==> config.mk <==
export PLATFORM = sky130hd
export DESIGN_NAME = uart_rx_engine_flat
export DESIGN_NICKNAME = d
export VERILOG_FILES = /design/src/rtl/uart_rx_engine_if.sv /design/src/rtl/uart_rx_engine.sv /design/src/flat_wrapper.sv
export SDC_FILE = /design/constraint.sdc
export NUM_CORES = 1
export LEC_CHECK = 0
export ABC_AREA = 1
export BUFFER_PORTS_ARGS = -buffer_cell sky130_fd_sc_hd__buf_4
export CORE_MARGIN = 3
export CORE_UTILIZATION = 55
export CTS_BUF_LIST = sky130_fd_sc_hd__clkbuf_8
export DETAILED_ROUTE_END_ITERATION = 16
export GPL_ROUTABILITY_DRIVEN = 0
export HOLD_SLACK_MARGIN = 0.1
export PLACE_DENSITY = 0.72
export REMOVE_ABC_BUFFERS = 1
export SYNTH_ARGS = -nofsm -noshare
export SYNTH_HDL_FRONTEND = slang
export SYNTH_SLANG_ARGS = --single-unit
==> constraint.sdc <==
create_clock -name clk -period 2.7 [get_ports clk]
set_input_delay 0.27 -clock clk [delete_from_list [all_inputs] [get_ports clk]]
set_output_delay 0.27 -clock clk [all_outputs]
set_load 0.01 [all_outputs]
==> src/rtl/uart_rx_engine_if.sv <==
// Serial-line and CPU-side signal bundle for the UART receive engine.
// The master side drives the line, the frame configuration and the read strobe.
`timescale 1ns/1ps
interface uart_rx_engine_if;
    logic       RX;
    logic       EIGHT;
    logic       PEN;
    logic       OHEL;
    logic       READ_0;
    logic [7:0] UART_RDATA;
    logic       RXRDY;
    logic       PERR;
    logic       FERR;
    logic       OVF;

    modport master (
        output RX, EIGHT, PEN, OHEL, READ_0,
        input  UART_RDATA, RXRDY, PERR, FERR, OVF
    );

    modport slave (
        input  RX, EIGHT, PEN, OHEL, READ_0,
        output UART_RDATA, RXRDY, PERR, FERR, OVF
    );
endinterface

==> src/rtl/uart_rx_engine.sv <==
// UART receive engine: synchronizes RX, validates the start bit, samples mid-bit,
// assembles a 7/8-bit word and reports parity, framing and overflow status.
`timescale 1ns/1ps
module uart_rx_engine #(
    parameter int BIT_TIME = 10417,
    parameter int CNT_W    = 14
) (
    input  logic            clk,
    input  logic            reset,
    uart_rx_engine_if.slave io
);

    typedef enum logic [1:0] {
        IDLE  = 2'd0,
        START = 2'd1,
        DATA  = 2'd2
    } state_t;

    localparam logic [CNT_W-1:0] HALF_TC = CNT_W'(BIT_TIME / 2 - 1);
    localparam logic [CNT_W-1:0] FULL_TC = CNT_W'(BIT_TIME - 1);

    logic             sync_r;
    logic             rxs_r;
    logic             rxs_prev_r;
    state_t           state_r;
    logic [CNT_W-1:0] bt_cnt_r;
    logic [3:0]       bit_cnt_r;
    logic [9:0]       shift_r;
    logic             eight_r;
    logic             pen_r;
    logic             ohel_r;
    logic             done_r;

    logic             fall_s;
    logic [3:0]       frame_len_s;
    logic [3:0]       shift_amt_s;
    logic [8:0]       aligned_s;
    logic [7:0]       data_s;
    logic             par_s;
    logic             perr_next_s;
    logic             ferr_next_s;

    // Expected parity bit for a data word: even parity when odd=0, odd parity when odd=1
    function automatic logic parity_expected(input logic [7:0] data, input logic odd);
        return (^data) ^ odd;
    endfunction

    // Two-flop synchronizer plus previous-sample flop, preset high so release is not a start edge
    always_ff @(posedge clk or negedge reset) begin
        if (!reset) begin
            sync_r     <= 1'b1;
            rxs_r      <= 1'b1;
            rxs_prev_r <= 1'b1;
        end else begin
            sync_r     <= io.RX;
            rxs_r      <= sync_r;
            rxs_prev_r <= rxs_r;
        end
    end

    // Frame length from latched config and word extraction from the right-shifted samples
    always_comb begin
        fall_s      = rxs_prev_r & ~rxs_r;
        frame_len_s = (eight_r ? 4'd8 : 4'd7) + {3'b000, pen_r} + 4'd1;
        shift_amt_s = 4'd10 - frame_len_s;
        aligned_s   = 9'(shift_r >> shift_amt_s);
        if (eight_r) begin
            data_s = aligned_s[7:0];
            par_s  = aligned_s[8];
        end else begin
            data_s = {1'b0, aligned_s[6:0]};
            par_s  = aligned_s[7];
        end
        perr_next_s = pen_r & (par_s != parity_expected(data_s, ohel_r));
        ferr_next_s = ~shift_r[9];
    end

    // Receive FSM: start detection, half-bit validation, mid-bit sampling, done pulse
    always_ff @(posedge clk or negedge reset) begin
        if (!reset) begin
            state_r   <= IDLE;
            bt_cnt_r  <= '0;
            bit_cnt_r <= 4'd0;
            shift_r   <= 10'd0;
            eight_r   <= 1'b0;
            pen_r     <= 1'b0;
            ohel_r    <= 1'b0;
            done_r    <= 1'b0;
        end else begin
            done_r <= 1'b0;
            case (state_r)
                IDLE: begin
                    if (fall_s) begin
                        state_r   <= START;
                        bt_cnt_r  <= '0;
                        bit_cnt_r <= 4'd0;
                    end else begin
                        state_r <= IDLE;
                    end
                end
                START: begin
                    if (bt_cnt_r == HALF_TC) begin
                        bt_cnt_r <= '0;
                        if (!rxs_r) begin
                            state_r <= DATA;
                            eight_r <= io.EIGHT;
                            pen_r   <= io.PEN;
                            ohel_r  <= io.OHEL;
                        end else begin
                            state_r <= IDLE;
                        end
                    end else begin
                        bt_cnt_r <= bt_cnt_r + CNT_W'(1);
                    end
                end
                DATA: begin
                    if (bt_cnt_r == FULL_TC) begin
                        bt_cnt_r  <= '0;
                        shift_r   <= {rxs_r, shift_r[9:1]};
                        bit_cnt_r <= bit_cnt_r + 4'd1;
                        // The stop sample is the Nth one; hand the frame to the output stage
                        if ((bit_cnt_r + 4'd1) == frame_len_s) begin
                            done_r  <= 1'b1;
                            state_r <= IDLE;
                        end else begin
                            state_r <= DATA;
                        end
                    end else begin
                        bt_cnt_r <= bt_cnt_r + CNT_W'(1);
                    end
                end
                default: begin
                    state_r <= IDLE;
                end
            endcase
        end
    end

    // Output register: a completed frame takes priority over a simultaneous read
    always_ff @(posedge clk or negedge reset) begin
        if (!reset) begin
            io.UART_RDATA <= 8'd0;
            io.RXRDY      <= 1'b0;
            io.PERR       <= 1'b0;
            io.FERR       <= 1'b0;
            io.OVF        <= 1'b0;
        end else if (done_r) begin
            io.UART_RDATA <= data_s;
            io.RXRDY      <= 1'b1;
            io.PERR       <= perr_next_s;
            io.FERR       <= ferr_next_s;
            io.OVF        <= io.RXRDY;
        end else if (io.READ_0) begin
            io.RXRDY <= 1'b0;
            io.PERR  <= 1'b0;
            io.FERR  <= 1'b0;
            io.OVF   <= 1'b0;
        end else begin
            io.RXRDY <= io.RXRDY;
        end
    end

endmodule
==> src/flat_wrapper.sv <==
// flat-port wrapper written by rule: the top's interface ports become plain ports
module uart_rx_engine_flat 
#(
    parameter int BIT_TIME = 10417,
    parameter int CNT_W    = 14
)
  (clk, reset, io_RX, io_EIGHT, io_PEN, io_OHEL, io_READ_0, io_UART_RDATA, io_RXRDY, io_PERR, io_FERR, io_OVF);
  uart_rx_engine_if io_i ();
  input  logic clk;
  input  logic reset;
  input wire logic [$bits(io_i.RX)-1:0] io_RX;
  input wire logic [$bits(io_i.EIGHT)-1:0] io_EIGHT;
  input wire logic [$bits(io_i.PEN)-1:0] io_PEN;
  input wire logic [$bits(io_i.OHEL)-1:0] io_OHEL;
  input wire logic [$bits(io_i.READ_0)-1:0] io_READ_0;
  output wire logic [$bits(io_i.UART_RDATA)-1:0] io_UART_RDATA;
  output wire logic [$bits(io_i.RXRDY)-1:0] io_RXRDY;
  output wire logic [$bits(io_i.PERR)-1:0] io_PERR;
  output wire logic [$bits(io_i.FERR)-1:0] io_FERR;
  output wire logic [$bits(io_i.OVF)-1:0] io_OVF;
  assign io_i.RX = io_RX;
  assign io_i.EIGHT = io_EIGHT;
  assign io_i.PEN = io_PEN;
  assign io_i.OHEL = io_OHEL;
  assign io_i.READ_0 = io_READ_0;
  assign io_UART_RDATA = io_i.UART_RDATA;
  assign io_RXRDY = io_i.RXRDY;
  assign io_PERR = io_i.PERR;
  assign io_FERR = io_i.FERR;
  assign io_OVF = io_i.OVF;
  uart_rx_engine #(.BIT_TIME(BIT_TIME), .CNT_W(CNT_W)) u_core (.clk(clk), .reset(reset), .io(io_i));
endmodule
==> results.py, run 1 <==
metrics = {
    "yosys": {
        "netlist_instances": 382,
        "ys_seq_area_share_pct": 43.1,
        "syn_area_um2": 2850,
        "synth_edf_count": 0,
        "synth.avg_cell_area_um2": 7.47,
        "ys_ff_latch": 49,
        "synth_ff_type": "dfrtp_1",
        "postSynth.asyncResetShare_pct": 100,
        "ys_warn_count": 0,
        "ys_types": 34,
    },
    "critical_path": {
        "path_depth": 16,
        "critPathTopFamily": "simple AND/OR/NAND/NOR gates",
        "critPathCapture": "u_core.io.PERR",
        "worstPathArrival_ns": 2.51,
        "critPathLaunch": "u_core.eight_r",
        "path_class": "reg -> reg",
        "worstPathRequired_ns": 2.90,
        "r2r_slack_ns": 0.38,
        "r2r_start": "u_core.eight_r",
        "crit_path_max_fanout": 9,
        "cp_cell_sequence": "inv_2, ha_1, buf_4, nand2_1, nand3_1, nand3_1, nand2_1, nand3_1, nand2_1, nand2_1, nand2_1, nand3_1, nand2_1, nand2_1, nand3_1, nand2_1",
        "cpPeakStageDelay_ns": 0.50,
        "reg2reg_to": "u_core.io.PERR",
        "cpMostUsedCell": "nand2_1",
        "r2r_cells": 16,
        "crit_path_start_kind": "register",
        "cpMaxStageDelayCell": "dfrtp_1",
        "cp-end-kind": "register",
        "critical_path_buf_inv_count": 2,
    },
    "grt": {
        "grt_pass1_wl_mm": 10.7,
        "antenna_found_initial": 0,
        "gr-usage-met3_pct": 3.78,
        "track_usage_pct": 21.9,
        "busiest_layer": "met2",
        "grt.met1_usage_pct": 29.9,
        "grtUsageMet2_pct": 36.1,
        "grt_pass1_vias": 2382,
        "grt-ovfl-total": 0,
        "grt_max_degree": 50,
    },
    "layout": {
        "drive_gt1_share_pct": 12.1,
        "area_growth_pct": 11.1,
        "layout_common_cells": "nand2_1 (122), dfrtp_1 (46), inv_1 (41)",
        "antenna_cells": 0,
        "fillers": 443,
        "final_nets": 422,
        "mostFrequentLayoutCell": "nand2_1",
    },
    "pwr": {
        "p_leak_nw": 1.57,
        "p_total_mw": 1.68,
        "powerDensity_nw_per_um2": 530,
        "vdd_drop_max_v": 0.000443,
    },
    "sta": {
        "period_minus_slack_ns": 2.32,
        "drv_slew": 0,
        "fin_setup_tns_ns": 0,
        "period_share_pct": 85.8,
        "hold_viol_final": 0,
        "worst_pin_slew_ns": 0.920,
        "fmax_mhz": 432,
        "setup_violations": 0,
        "relSlewSlack_pct": 38.7,
        "rsz0062_at_grt": "no",
        "hold_slack_ns": 0.170,
        "finClkSkew_ns": 0.00542,
    },
    "die": {
        "dieArea_um2": 6090,
        "io_pins": 19,
        "start_util_pct": 58.5,
        "rows": 25,
        "core_um2": 4880,
        "die_w_um": 78.0,
        "die_h_um": 78.0,
    },
    "clock_tree": {
        "tritoncts": "built",
        "cts_made_buffers": 5,
        "cts.repair.resized": 0,
        "clkTransAtPathRegs_ns": 0.09,
        "clockRootBuffer": "clkbuf_8",
        "cts_sinks": 49,
        "cts_htree_levels": 2,
        "clockBufferDepth": 2,
        "clock_latency_ns": 0.30,
    },
    "routing": {
        "drt_first_pass_iters": 4,
        "route.detailed.drc": 0,
        "wirelength_mm": 5.82,
        "dr.first_iter.drc_count": 186,
        "wl_per_cell_um": 12.3,
        "vias_per_cell": 5.20,
        "via_count": 2459,
        "detail-route-antenna-nets": 0,
    },
    "run_status": {
        "status": "complete, no violations",
    },
    "placement": {
        "placement.io_buffers": 18,
        "hpwlAfterDp_mm": 4.46,
    },
    "min_path": {
        "hp-class": "in -> reg",
        "min-delay-start": "io_READ_0",
    },
    "job": {
        "drv_cap": 0,
    },
}
per-stage QoR:
| step | std cells | setup WS, ns | utilization (%) | cell area [µm²] |
|---|---|---|---|---|
| after CTS | 473 | 0.385 | 65.0 | 3170 |
| after floorplan | 376 | 0.516 | - | 2820 |
| final | 473 | 0.384 | 65.0 | 3170 |
| after detailed placement | 463 | 0.398 | 62.5 | 3050 |
| after global routing | 473 | 0.0138 | 65.0 | 3170 |
| after global placement | 463 | 0.482 | 62.5 | 3050 |
flip-flops by register name (all words and copies together) (netlist names):
| signal | flops |
|---|---|
| u_core.sync_r | 1 |
| u_core.state_r | 2 |
| u_core.io.FERR | 1 |
| u_core.eight_r | 1 |
| u_core.io.UART_RDATA | 8 |
| u_core.done_r | 1 |
| u_core.shift_r | 10 |
| u_core.io.OVF | 1 |
| u_core.io.PERR | 1 |
| u_core.rxs_r | 1 |
| u_core.io.RXRDY | 1 |
| u_core.ohel_r | 1 |
| u_core.rxs_prev_r | 1 |
| u_core.bt_cnt_r | 14 |
| u_core.pen_r | 1 |
| u_core.bit_cnt_r | 4 |
power by group:
part | leakage (nW) | total (mW) | internal [mW] | switching (mW)
clock network | 0.0518 | 0.464 | 0.213 | 0.251
logic | 0.850 | 0.433 | 0.128 | 0.305
registers | 0.665 | 0.783 | 0.760 | 0.0234
total | 1.57 | 1.68 | 1.10 | 0.579
worst min-delay path by stage:
stage / end / depth (start not counted)
after detailed placement: u_core.shift_r[2] / 1
after global routing: u_core.io.RXRDY / 2
after global placement: u_core.bit_cnt_r[3] / 1
final: u_core.io.RXRDY / 2
after CTS: u_core.io.RXRDY / 2
after floorplan: u_core.bit_cnt_r[0] / 0
layer usage:
| layer | vias up | wire length [µm] |
|---|---|---|
| met2 | 40 | 2680 |
| met4 | 0 | 58 |
| met5 | - | 0 |
| met1 | 1131 | 2900 |
| li1 | 1283 | - |
| met3 | 5 | 186 |
synth_stat cells, types with 2 or more instances:
cell type | number | share of area (%)
inv_2 | 9 | 1.2
nor3_1 | 5 | 0.88
dfrtp_1 | 46 | 40
o21ai_2 | 2 | 0.61
clkbuf_1 | 2 | 0.26
nand2_4 | 2 | 0.79
nor4_1 | 3 | 0.66
and2_1 | 2 | 0.44
nand2_1 | 122 | 16
a211oi_1 | 3 | 0.79
o22ai_1 | 2 | 0.44
nand3_1 | 36 | 6.3
a31oi_1 | 3 | 0.66
ha_1 | 10 | 4.4
nor3b_1 | 3 | 0.79
xnor2_1 | 2 | 0.61
o21ai_0 | 28 | 4.9
a21oi_1 | 6 | 1.1
nor2_1 | 23 | 3.0
mux2_2 | 3 | 1.2
buf_2 | 2 | 0.35
dfstp_2 | 3 | 2.8
o21ai_1 | 3 | 0.53
inv_1 | 41 | 5.4
nand4_1 | 7 | 1.5
xor2_1 | 6 | 1.8
area by class of cell:
cell class	count	area, µm²	share of cell area (%)
Timing Repair Buffer	22	170	5.37
Tap cell	67	83.8	2.64
Inverter	52	198	6.24
Clock buffer	6	82.6	2.60
Sequential cell	49	1230	38.8
Clock inverter	2	17.5	0.552
Multi-Input combinational cell	275	1390	43.8
repair_timing:
item,CTS,global route
endpoints found under the hold margin,47,0
hold buffers,2,0
setup buffers,0,0
cell families after synthesis:
group / Yosys count / share of synthesized area [%]
muxes: 3 / 1.18
buffers and inverters: 58 / 8.20
xor gates and xnor gates: 8 / 2.46
AOI/OAI and AO/OA: 49 / 9.61
and+or+nand+nor: 205 / 31.1
adders and majority gates: 10 / 4.39
DFF: 49 / 43.1
No activity file was read; power rests on OpenSTA's default activity.
==> run 2, diff against run 1 <==
Settings changed: ABC_AREA 1 to not set.
==> results.py, run 2 <==
metrics = {
    "run_status": {
        "status": "complete, no violations",
    },
    "layout": {
        "area_growth_pct": 11.5,
        "antenna_cells": 0,
        "fillers": 401,
        "mostFrequentLayoutCell": "dfrtp_1",
        "layout_common_cells": "dfrtp_1 (46), nand2_1 (40), buf_4 (28)",
        "largest_reg_flops": 14,
        "drive_gt1_share_pct": 17.1,
        "top_register": "u_core.bt_cnt_r",
        "final_nets": 332,
        "final_core_util_pct": 65.2,
        "top_regs": "u_core.bt_cnt_r: 14 flops, u_core.shift_r: 10 flops, u_core.io.UART_RDATA: 8 flops",
    },
    "critical_path": {
        "reg2reg_to": "u_core.io.PERR",
        "path_class": "reg -> reg",
        "cp-end-kind": "register",
        "r2r_slack_ns": 0.12,
        "critPathLaunch": "u_core.pen_r",
        "worstPathArrival_ns": 2.77,
        "r2r_cells": 9,
        "crit_path_start_kind": "register",
        "r2r_start": "u_core.pen_r",
        "worstPathRequired_ns": 2.89,
        "crit_path_max_fanout": 7,
    },
    "sta": {
        "worst_pin_slew_ns": 0.613,
        "period_minus_slack_ns": 2.58,
        "relSlewSlack_pct": 59.2,
        "hold_viol_final": 0,
        "fin_ws_ns": 0.125,
        "setup_violations": 0,
        "period_share_pct": 95.4,
        "finClkSkew_ns": 0.00523,
        "fmax_mhz": 388,
        "fin_setup_tns_ns": 0,
        "drv_slew": 0,
    },
    "yosys": {
        "postSynth.asyncResetShare_pct": 100,
        "synth_edf_count": 0,
        "synth_ff_type": "dfrtp_1",
        "netlist_instances": 293,
        "synth.most_common_cell": "dfrtp_1",
        "ys_ff_latch": 49,
        "ys_types": 47,
        "ys_warn_count": 0,
        "synth.avg_cell_area_um2": 9.74,
        "syn_area_um2": 2850,
        "synthTopCellsByCount": "dfrtp_1 (46), nand2_1 (40), o21ai_0 (23)",
        "synth.area.top_cells": "dfrtp_1 (40%), nand2_1 (5.3%), ha_1 (4.4%)",
        "ys_seq_area_share_pct": 43.1,
        "netlist.area_leader.share_pct": 40.3,
        "yosysTopAreaCell": "dfrtp_1",
    },
    "grt": {
        "grt_pass1_vias": 2035,
        "grt_max_degree": 50,
        "grt-ovfl-total": 0,
        "grt_pass1_wl_mm": 9.92,
        "antenna_found_initial": 0,
        "track_usage_pct": 20.3,
    },
    "placement": {
        "hpwlAfterDp_mm": 4.05,
        "placement.io_buffers": 18,
        "pre_cts_slack_ns": 0.0309,
    },
    "min_path": {
        "hp-class": "in -> reg",
        "worstHoldPathCells": 2,
        "whs_endpoint": "u_core.io.RXRDY",
        "min-delay-start": "io_READ_0",
    },
    "die": {
        "core_um2": 4880,
        "start_util_pct": 58.5,
        "die_h_um": 78.0,
        "rows": 25,
        "dieArea_um2": 6090,
        "die_w_um": 78.0,
        "io_pins": 19,
    },
    "routing": {
        "detail-route-antenna-nets": 0,
        "wirelength_mm": 5.65,
        "drt_first_pass_iters": 4,
        "vias_per_cell": 5.72,
        "wl_per_cell_um": 14.7,
        "route.detailed.drc": 0,
        "dr.first_iter.drc_count": 177,
        "via_count": 2190,
    },
    "pwr": {
        "p_leak_nw": 1.44,
        "powerDensity_nw_per_um2": 461,
        "vdd_drop_max_v": 0.000295,
    },
    "clock_tree": {
        "cts_sinks": 49,
        "clock_latency_ns": 0.30,
        "cts_htree_levels": 2,
        "cts_made_buffers": 5,
        "clockRootBuffer": "clkbuf_8",
        "clkTransAtPathRegs_ns": 0.08,
        "tritoncts": "built",
        "clockBufferDepth": 2,
    },
    "job": {
        "drv_cap": 0,
    },
}
[run 2: changes by cell type after synthesis, sizes merged, moves of 5 or more]
| cell | before | now |
|---|---|---|
| and3 | 0 | 6 |
| clkbuf | 2 | 10 |
| inv | 51 | 13 |
| mux2 | 3 | 10 |
| mux2i | 0 | 8 |
| nand2 | 124 | 40 |
| nand3 | 36 | 7 |
| o21ai | 33 | 23 |
| o2bb2ai | 0 | 5 |
| xnor2 | 2 | 11 |
[run 2: where the power goes]
group	internal (mW)	switching (mW)
combinational	0.0814	0.202
sequential	0.758	0.0227
clock	0.173	0.230
[run 2: cell type report]
class / count / area [µm²] / share of cell area [%]
flip-flops and latches: 49 / 1230 / 38.6
clock inverters: 3 / 11.3 / 0.354
clock buffers: 5 / 68.8 / 2.16
well taps: 67 / 83.8 / 2.63
multi-input cells: 216 / 1510 / 47.4
inverters: 13 / 48.8 / 1.53
repair buffers: 30 / 230 / 7.23
[run 2: worst max path at each step]
stage | endpoint | cells past startpoint | slack [ns]
4_1_cts | u_core.io.PERR | 9 | 0.02
2_1_floorplan | u_core.io.PERR | 9 | -0.14
6_report | u_core.io.PERR | 9 | 0.12
5_1_grt | u_core.io.PERR | 9 | -0.01
3_3_place_gp | u_core.io.PERR | 9 | 0.10
3_5_place_dp | u_core.io.PERR | 9 | 0.03
[run 2: timing repair]
| action | CTS | global route |
|---|---|---|
| resized for setup | 0 | 6 |
| setup endpoints to repair | 0 | 1 |
| endpoints found under the hold margin | 47 | 0 |
| hold buffers | 2 | 0 |
| setup buffers | 0 | 0 |
[run 2: kinds of logic after synthesis]
logic type,count (synthesis),synth area share (%)
muxes,21,9.38
adders and majority gates,10,4.38
AOI/OAI and AO/OA,59,13.2
buffers and inverters,28,4.78
xor gates and xnor gates,21,6.93
and+or+nand+nor,105,18.2
DFF,49,43.1
[run 2: routing by layer]
layer	wire length, µm	share of wire (%)	track usage (%)	vias up
met5	0	0	0	-
met4	99	1.8	6.29	0
met3	235	4.2	3.56	10
met2	2410	43	28.6	54
met1	2910	51	31.7	1049
li1	-	-	-	1077
[run 2: through the flow]
step	power, mW	hold slack (ns)	cell area (µm²)	std cells
floorplan	0.987	-0.0256	2770	278
detailed placement	1.07	0.323	3060	373
global placement	1.07	0.317	3060	373
finish	1.47	0.159	3180	383
global route	1.57	0.152	3180	383
CTS	1.48	0.154	3160	383
[run 2: worst max-delay path: stages (launching register included)]
cell     delay [ns]
dfrtp_1        0.41
inv_1          0.16
ha_4           0.21
mux4_1         0.57
mux2i_2        0.22
xnor2_1        0.14
nor2_1         0.06
xnor2_1        0.18
xnor3_1        0.24
a32o_1         0.26
==> run 3, diff against run 2 <==
==> constraint.sdc (replaced) <==
create_clock -name clk -period 2.7 [get_ports clk]
set_input_delay 0 -clock clk [delete_from_list [all_inputs] [get_ports clk]]
set_output_delay 0 -clock clk [all_outputs]
set_load 0.01 [all_outputs]
==> results.py, run 3 (synthesis gave the netlist of run 2 again) <==
metrics = {
    "pwr": {
        "pwr-share-comb_pct": 19.6,
        "p_total_mw": 1.47,
        "seq_power_share_pct": 53.0,
        "p_clk_share_pct": 27.4,
        "vdd_drop_max_v": 0.000295,
        "p_sw_mw": 0.455,
        "p_leak_nw": 1.46,
        "powerDensity_nw_per_um2": 456,
        "switching_share_pct": 30.9,
        "p_int_mw": 1.02,
    },
    "run_status": {
        "status": "complete, no violations",
    },
    "routing": {
        "dr.first_iter.drc_count": 137,
        "wirelength_mm": 5.67,
        "wl_per_cell_um": 14.6,
        "drt_first_pass_iters": 6,
        "detail-route-antenna-nets": 0,
        "via_count": 2200,
        "vias_per_cell": 5.68,
        "route.detailed.drc": 0,
    },
    "grt": {
        "grt_max_degree": 50,
        "grt_pass1_vias": 2052,
        "grt-ovfl-total": 0,
        "grt_pass1_wl_mm": 9.92,
        "track_usage_pct": 20.3,
        "antenna_found_initial": 0,
    },
    "layout": {
        "area_growth_pct": 12.9,
        "drive_gt1_share_pct": 16.9,
        "top_regs": "u_core.bt_cnt_r: 14 flops, u_core.shift_r: 10 flops, u_core.io.UART_RDATA: 8 flops",
        "layout.cells.non_filler": 387,
        "largest_reg_flops": 14,
        "antenna_cells": 0,
        "layout_common_cells": "dfrtp_1 (46), nand2_1 (40), buf_4 (28)",
        "final_nets": 336,
        "top_register": "u_core.bt_cnt_r",
        "mostFrequentLayoutCell": "dfrtp_1",
    },
    "clock_tree": {
        "clockBufferDepth": 2,
        "cts_htree_levels": 2,
        "clkTransAtPathRegs_ns": 0.08,
        "tritoncts": "built",
        "cts_made_buffers": 5,
        "cts_setup_buffers": 0,
        "clockRootBuffer": "clkbuf_8",
        "cts_sinks": 49,
        "clock_latency_ns": 0.30,
    },
    "die": {
        "io_pins": 19,
        "dieArea_um2": 6090,
        "die_w_um": 78.0,
        "start_util_pct": 58.5,
        "rows": 25,
        "core_um2": 4880,
        "die_h_um": 78.0,
    },
    "critical_path": {
        "crit_path_start_kind": "register",
        "cp_cell_sequence": "inv_1, ha_4, mux4_1, mux2i_2, xnor2_1, nor2_1, xnor2_1, xnor3_1, a32o_1",
        "critical_path_buf_inv_count": 1,
        "cpMaxStageDelayCell": "mux4_1",
        "critPathTopFamily": "multiplexers",
        "cpMostUsedCell": "xnor2_1",
        "worstPathArrival_ns": 2.77,
        "cpPeakStageDelay_ns": 0.57,
        "crit_path_max_fanout": 7,
        "path_class": "reg -> reg",
        "cp-end-kind": "register",
        "r2r_slack_ns": 0.13,
        "worstPathRequired_ns": 2.89,
    },
    "sta": {
        "fmax_mhz": 389,
        "period_minus_slack_ns": 2.57,
        "setup_violations": 0,
        "finClkSkew_ns": 0.00353,
        "worst_pin_slew_ns": 0.609,
        "hold_slack_ns": 0.244,
        "drv_slew": 0,
        "relSlewSlack_pct": 59.4,
        "hold_viol_final": 0,
        "period_share_pct": 95.2,
    },
    "placement": {
        "hpwlAfterDp_mm": 4.05,
        "dp.cells": 373,
        "placement.io_buffers": 18,
    },
    "job": {
        "drv_cap": 0,
    },
    "min_path": {
        "hp-class": "in -> async",
    },
}
-- run 3: cell types whose count changed in the layout (fill, tap and decap cells not counted), sizes merged --
cell / delta
dlygate4sd3: +4
-- run 3: layout make-up --
| type | count | area [µm²] |
|---|---|---|
| Clock buffer | 5 | 68.8 |
| Clock inverter | 3 | 11.3 |
| Fill cell | 396 | 1660 |
| Inverter | 13 | 48.8 |
| Multi-Input combinational cell | 216 | 1510 |
| Sequential cell | 49 | 1230 |
| Tap cell | 67 | 83.8 |
| Timing Repair Buffer | 34 | 270 |
-- run 3: worst paths after layout --
check                                    from             endpoint  depth (start not counted)
min in group clk                        io_RX        u_core.sync_r                          2
worst max register to register   u_core.pen_r       u_core.io.PERR                          9
worst min register to register  u_core.sync_r         u_core.rxs_r                          0
worst min-delay path                    reset  u_core.bt_cnt_r[13]                          2
worst max-delay path             u_core.pen_r       u_core.io.PERR                          9
max in group asynchronous               reset    u_core.shift_r[3]                          2
-- run 3: worst register-to-register path, stage by stage (launching register included) --
cell	delay (ns)
dfrtp_1	0.41
inv_1	0.16
ha_4	0.21
mux4_1	0.58
mux2i_2	0.22
xnor2_1	0.14
nor2_1	0.06
xnor2_1	0.18
xnor3_1	0.24
a32o_1	0.26
-- run 3: power by group through the flow --
stage / logic [mW] / registers, mW / clock network (mW)
finish: 0.288 / 0.780 / 0.403
CTS: 0.290 / 0.780 / 0.417
floorplan: 0.197 / 0.790 / 0
global placement: 0.272 / 0.796 / 0
global route: 0.329 / 0.784 / 0.463
detailed placement: 0.280 / 0.795 / 0
-- run 3: what timing repair did --
action / in CTS / in global routing
resized for setup: 0 / 6
endpoints found under the setup margin: 0 / 1
endpoints found under the hold margin: 54 / 0
hold buffers: 6 / 0
-- run 3: per-stage QoR --
step / utilization [%] / area [µm²] / TNS, ns / worst slack, ns
CTS: 65.6 / 3200 / 0 / 0.0188
floorplan: - / 2770 / -0.142 / -0.142
global route: 66.1 / 3220 / -0.0107 / -0.0107
global placement: 62.7 / 3060 / 0 / 0.103
detailed placement: 62.7 / 3060 / 0 / 0.0309
finish: 66.1 / 3220 / 0 / 0.129
-- run 3: layer usage --
metal,up-vias,routed length [µm],track usage [%]
met2,74,2400,28.7
met4,0,99,6.29
met3,10,325,3.44
met1,1032,2840,31.6
met5,-,0,0
li1,1084,-,-
